===== src/rtl/debug_send_unit.sv =====
`default_nettype none
`timescale 1ns/1ps
// ============================================================================
// Module   : debug_send_unit
// Brief    : Serializes a PC / cycle-count / register / memory snapshot frame
//            over a byte-wide UART TX handshake, LSB first per word.
// Revision : 1.0 - initial release
// ============================================================================
module debug_send_unit #(
    parameter int NB_DATA     = 32,
    parameter int N_REGS      = 32,
    parameter int N_MEM       = 32,
    parameter int NB_REG_ADDR = 5,
    parameter int NB_MEM_ADDR = 5
) (
    input  logic                   clk,
    input  logic                   rst,
    input  logic                   is_start_send,
    input  logic [NB_DATA-1:0]     i_pc,
    input  logic [NB_DATA-1:0]     i_cycle_count,
    output logic [NB_REG_ADDR-1:0] o_reg_addr,
    input  logic [NB_DATA-1:0]     i_reg_data,
    output logic [NB_MEM_ADDR-1:0] o_mem_addr,
    input  logic [NB_DATA-1:0]     i_mem_data,
    output logic [7:0]             o_tx_data,
    output logic                   os_tx_start,
    input  logic                   is_tx_done,
    output logic                   os_done_send,
    output logic                   o_busy
);

    localparam int NB_BYTES = NB_DATA / 8;
    localparam int NB_BCNT  = (NB_BYTES > 1) ? $clog2(NB_BYTES) : 1;
    localparam int N_WORDS  = N_REGS + N_MEM + 2;
    localparam int NB_W     = $clog2(N_WORDS);

    localparam logic [NB_BCNT-1:0] LAST_BYTE = NB_BCNT'(NB_BYTES - 1);
    localparam logic [NB_W-1:0]    LAST_WORD = NB_W'(N_WORDS - 1);
    localparam logic [NB_W-1:0]    FIRST_REG = NB_W'(2);
    localparam logic [NB_W-1:0]    FIRST_MEM = NB_W'(N_REGS + 2);

    typedef enum logic [2:0] {
        S_IDLE    = 3'd0,
        S_FETCH   = 3'd1,
        S_LATCH   = 3'd2,
        S_SEND    = 3'd3,
        S_WAIT_TX = 3'd4,
        S_DONE    = 3'd5
    } state_t;

    state_t                 state_q, state_d;
    logic [NB_W-1:0]        word_q, word_d;
    logic [NB_BCNT-1:0]     byte_q, byte_d;
    logic [NB_DATA-1:0]     shift_q, shift_d;
    logic [NB_DATA-1:0]     pc_q, pc_d;
    logic [NB_DATA-1:0]     cc_q, cc_d;
    logic [NB_REG_ADDR-1:0] reg_addr_q, reg_addr_d;
    logic [NB_MEM_ADDR-1:0] mem_addr_q, mem_addr_d;
    logic [NB_DATA-1:0]     word_sel;
    logic [NB_W-1:0]        reg_off;
    logic [NB_W-1:0]        mem_off;

    always_ff @(posedge clk or negedge rst) begin
        if (!rst) begin
            state_q    <= S_IDLE;
            word_q     <= '0;
            byte_q     <= '0;
            shift_q    <= '0;
            pc_q       <= '0;
            cc_q       <= '0;
            reg_addr_q <= '0;
            mem_addr_q <= '0;
        end else begin
            state_q    <= state_d;
            word_q     <= word_d;
            byte_q     <= byte_d;
            shift_q    <= shift_d;
            pc_q       <= pc_d;
            cc_q       <= cc_d;
            reg_addr_q <= reg_addr_d;
            mem_addr_q <= mem_addr_d;
        end
    end

    // Register and memory data are live reads; the pipeline is stalled meanwhile.
    always_comb begin
        word_sel = i_mem_data;
        if (word_q == '0) begin
            word_sel = pc_q;
        end else if (word_q == NB_W'(1)) begin
            word_sel = cc_q;
        end else if (word_q < FIRST_MEM) begin
            word_sel = i_reg_data;
        end
    end

    always_comb begin
        state_d = state_q;
        word_d  = word_q;
        byte_d  = byte_q;
        shift_d = shift_q;
        pc_d    = pc_q;
        cc_d    = cc_q;
        case (state_q)
            S_IDLE: begin
                if (is_start_send) begin
                    pc_d    = i_pc;
                    cc_d    = i_cycle_count;
                    word_d  = '0;
                    state_d = S_FETCH;
                end
            end
            S_FETCH: state_d = S_LATCH;
            S_LATCH: begin
                shift_d = word_sel;
                byte_d  = '0;
                state_d = S_SEND;
            end
            S_SEND: state_d = S_WAIT_TX;
            S_WAIT_TX: begin
                if (is_tx_done) begin
                    if (byte_q != LAST_BYTE) begin
                        shift_d = shift_q >> 8;
                        byte_d  = byte_q + NB_BCNT'(1);
                        state_d = S_SEND;
                    end else if (word_q == LAST_WORD) begin
                        state_d = S_DONE;
                    end else begin
                        word_d  = word_q + NB_W'(1);
                        state_d = S_FETCH;
                    end
                end
            end
            S_DONE:  state_d = S_IDLE;
            default: state_d = S_IDLE;
        endcase
    end

    // Addresses follow the next word index so they are stable throughout FETCH.
    always_comb begin
        reg_off    = word_d - FIRST_REG;
        mem_off    = word_d - FIRST_MEM;
        reg_addr_d = '0;
        mem_addr_d = '0;
        if (word_d >= FIRST_REG && word_d < FIRST_MEM) begin
            reg_addr_d = NB_REG_ADDR'(reg_off);
        end
        if (word_d >= FIRST_MEM) begin
            mem_addr_d = NB_MEM_ADDR'(mem_off);
        end
    end

    assign o_reg_addr   = reg_addr_q;
    assign o_mem_addr   = mem_addr_q;
    assign o_tx_data    = shift_q[7:0];
    assign os_tx_start  = (state_q == S_SEND);
    assign os_done_send = (state_q == S_DONE);
    assign o_busy       = (state_q != S_IDLE);

endmodule
`default_nettype wire

===== config.mk =====
export PLATFORM = sky130hd
export DESIGN_NAME = debug_send_unit
export DESIGN_NICKNAME = d
export VERILOG_FILES = /design/src/rtl/debug_send_unit.sv
export SDC_FILE = /design/constraint.sdc
export NUM_CORES = 1
export LEC_CHECK = 0
export CAP_MARGIN = 20
export CORE_MARGIN = 1
export CORE_UTILIZATION = 40
export CTS_CLUSTER_SIZE = 40
export DETAILED_ROUTE_END_ITERATION = 12
export PLACE_DENSITY_LB_ADDON = 0.25
export SYNTH_ARGS = -nofsm -noshare
export SYNTH_HDL_FRONTEND = slang
export SYNTH_SLANG_ARGS = --single-unit

===== constraint.sdc =====
create_clock -name clk -period 3.7 [get_ports clk]
set_clock_uncertainty 0.05 [all_clocks]
set_input_delay 0.74 -clock clk [delete_from_list [all_inputs] [get_ports clk]]
set_output_delay 0.74 -clock clk [all_outputs]
set_load 0.005 [all_outputs]

==> results by stage <==
Place:
- After legalization and detailed placement, the total HPWL measured 10900 microns.
- The count of port buffers added during placement is 152.
- After detailed placement, the total cell area comes to 7580 sq um.
- Routability-driven placement finished with a final weighted congestion of 0.876.
- At the placement stage, the worst setup path has a slack of 290 ps.
- The number of placed instances with taps included is 841.

Clock network:
- For the worst-skew pair, the clock arrives at the later sink with an insertion delay of 410 ps.
- TritonCTS created 17 clock buffers.
- The clock passes through at most 2 buffers.
- TritonCTS built the clock tree.
- The maximum level of the CTS H-tree is 4.
- The number of cells upsized or downsized after cts is 0.
- The clock transition at the registers of the reported paths is 50 ps.
- After clock tree synthesis, the setup repair step added 0 buffers.
- Clock tree synthesis found a total of 118 sinks.
- Clock tree synthesis selected as its root buffer the cell clkbuf_16.
- The hold-fix buffer count after cts is 0.

STA:
- Setup repair after global routing left no endpoint under its margin.
- The number of endpoints with negative hold slack in the final report is 0.
- Across all hold checks on the routed design, the worst slack comes to 368 ps.
- The time the final worst path needs with I/O delays and setup is 3140 ps.
- Timing would allow up to 319 MHz.
- The max-slew violation count is 0.
- The worst-case setup margin in the final layout is 561 ps.
- Setup violations remaining at the end of the flow were counted as 0.
- After layout, the worst path uses 84.8% of the clock period.
- In the final timing run, aggregate negative setup slack is 0 ps.
- The worst pin sits at a relative slew slack of 36.8%.
- For the pin with the worst max-slew slack, the measured transition is 947 ps.

Setup path:
- In this design, the stage delay of the slowest critical-path cell is 630 ps.
- Of all nets on the critical path, the largest fanout is 9.
- Traced cell by cell, the critical path runs through or4_4, o211ai_1, mux2_2, inv_1, ha_1, o211a_1, a41oi_2, a211o_1, a21oi_2, o22ai_1.
- The launching element type of the critical path is a flip-flop.
- The highest-delay cell along the critical path is or4_4.
- The worst setup path is captured at a flip-flop.
- The worst setup path is of the flip-flop to flip-flop kind.
- The startpoint identified for the worst register-to-register timing path is word_q[3]$_DFF_PN0_.
- Data on the critical path is required at its endpoint by 3930 ps.
- STA puts the critical path data arrival time at 3370 ps.
- The depth of the most critical reg-to-reg path is 10.
- Setup slack on the worst reg-to-reg path comes out at 560 ps.
- The worst register-to-register path ends at o_mem_addr[4]$_DFF_PN0_.

Drt:
- In the routed design, unresolved DRC markers number 0.
- The remaining number of nets flagged by the antenna check after routing is 0.
- In the final routed layout, each cell accounts on average for 17.6 microns.
- The first-pass iteration count of the detailed router is 4.
- The wire length after detailed routing is 15300 microns.
- The detailed router placed 4722 vias in this run.
- The average via count per standard cell is 5.42.
- The number of DRC markers after the initial detailed-route iteration is 282.

Pwr:
- The post-layout total power is 6.10 mW.
- The leakage power is 3.55 nW.
- The power density over the cells is 749 nW/um^2.
- Across the VDD grid, the largest voltage drop is 364 uV.

Layout:
- The final cell area excluding filler cells is 8150 sq um.
- The number of standard cells in the layout, taps in and fillers out is 872.
- The share of layout cells above drive strength 1 is 17.9%.
- The number of antenna diodes in the final layout is 0.
- The area growth from synthesis to layout is 35.8%.
- The share of the core filled with cells in the final layout is 55.9%.
- The net count of the finished layout is 814.

Worst hold path:
- The worst hold path class is input port to asynchronous set/reset pin.

Die:
- The core region is 14600 sq um.
- 153 I/O pins were placed.
- Once the floorplan was initialized, standard cells occupied 41.1% of the core.
- The die covers 15500 sq um.
- The width of the chip is 124 microns.
- The die span in y is 124 microns.
- The floorplan has 44 rows.

Synth:
- The flip-flop and latch count after synthesis is 118.
- After technology mapping, the gate count stands at 540.
- Yosys printed 0 warnings.
- Sequential cells were found to cover 49.2% of the synthesized design area.
- The most used flip-flop cell after synthesis is dfrtp_1.
- Averaged over all synthesized cells, the footprint is 11.1 sq um.
- The synthesized netlist occupies a cell area of 6000 sq um.
- The synthesized netlist contains 58 unique library cells.
- Counting every net in the synthesized netlist gives 678.
- The synthesized design contains 0 enable-type register cells.
- After synthesis, the share of flip-flops with an asynchronous set or reset is 100%.

Global routing:
- The overflow left after global routing is 0.
- The number of global-route vias before repair is 4765.
- The maximum number of pins on one net before global-route repair is 65.
- The aggregate global-route resource usage is 20.9%.
- The number of antenna violations at the first check in global routing is 0.
- The first global-routing pass estimated 25200 microns of wire.

Job:
- Across the run, the number of max-cap violations was 0.

Status:
- The flow ran to the end, and the final reports show no timing, DRC or antenna violations.
## worst max-delay path by stage
| stage | start | end | cells past startpoint |
|---|---|---|---|
| after global placement | is_tx_done | o_mem_addr[4]$_DFF_PN0_ | 11 |
| after floorplan | is_tx_done | o_reg_addr[2]$_DFF_PN0_ | 10 |
| after detailed placement | is_tx_done | o_mem_addr[4]$_DFF_PN0_ | 11 |
| final | word_q[3]$_DFF_PN0_ | o_mem_addr[4]$_DFF_PN0_ | 10 |
| after global routing | word_q[3]$_DFF_PN0_ | o_mem_addr[4]$_DFF_PN0_ | 10 |
| after CTS | word_q[3]$_DFF_PN0_ | o_mem_addr[4]$_DFF_PN0_ | 10 |
## state kept, by name, summed over array words and instances, names as in the netlist
| register | cells |
|---|---|
| cc_q | 32 |
| pc_q | 32 |
| word_q | 7 |
| o_mem_addr | 5 |
| byte_q | 2 |
| state_q | 3 |
| o_reg_addr | 5 |
| shift_q | 32 |
## cells in the final DEF (no fill, tap or decap), drive strengths merged, types with 3 or more instances in the layout
cell           netlist  layout
dfrtp              118     118
xnor2                3       3
a21oi                7       7
o21ai               50      50
buf                 20      12
nor2                37      37
a221oi              25      25
nand2               41      41
o211a                3       3
clkbuf              25      22
inv                 11      11
nor3                 9       9
a211oi              25      25
nand3b               3       3
nor2b                4       4
ha                   6       6
a22oi                8       8
or3                  3       3
mux2i               36      36
clkinv               0       6
o21a                 4       4
mux2                65      65
or2                  4       4
clkdlybuf4s50        0     151
o211ai               4       4
## cell usage after synthesis (5+ instances only)
cell type | number | area share [%]
dfrtp_1 | 118 | 49
mux2_2 | 65 | 12
nand2_1 | 41 | 2.6
nor2_1 | 37 | 2.3
o21ai_0 | 37 | 3.1
mux2i_1 | 36 | 6.0
a211oi_1 | 25 | 3.1
a221oi_1 | 25 | 3.6
clkbuf_1 | 23 | 1.4
o21ai_1 | 13 | 1.1
inv_1 | 10 | 0.63
a22oi_1 | 8 | 1.0
buf_4 | 8 | 1.0
nor3_1 | 7 | 0.58
ha_1 | 6 | 1.3
buf_6 | 5 | 0.94
## kinds of logic after synthesis
| group | Yosys count | synth area share, % |
|---|---|---|
| adder cells (fa/ha/maj) | 6 | 1.25 |
| buffers and inverters | 57 | 5.42 |
| AO/OA/AOI/OAI | 138 | 16.1 |
| flip-flops | 118 | 49.2 |
| multiplexers | 101 | 18.2 |
| AND/OR/NAND/NOR | 117 | 9.44 |
| XOR/XNOR | 3 | 0.438 |
## power by group
part	internal, mW	total, mW	switching [mW]	leakage (nW)
Combinational	1.11	2.27	1.16	1.81
Clock	1.03	1.59	0.557	0.286
Sequential	1.86	2.24	0.378	1.45
## routing by layer
layer	share of wire, %	routed length, microns	vias to the layer above	global-route usage, %
met1	44	6690	2285	26.7
li1	-	-	2258	-
met5	0	0	-	0
met3	5.3	817	30	5.80
met4	2.5	388	0	8.79
met2	49	7450	149	33.2
## layout make-up
type	instances	area [sq um]
multi-input cells	365	2740
fillers	1268	6440
inverters	11	41.3
well taps	184	230
clock buffers	22	474
flip-flops and latches	118	2950
clock inverters	9	101
repair buffers	163	1610
## critical path: cells and delay by family, from the launching register on
kind            cells  cell delay (ps)
mux                 1              440
buf+inv             1               80
fa+ha+maj           1              220
simple gates        1              630
compound gates      6             1140
flops               1              470
(Power assumes the default switching activity.)
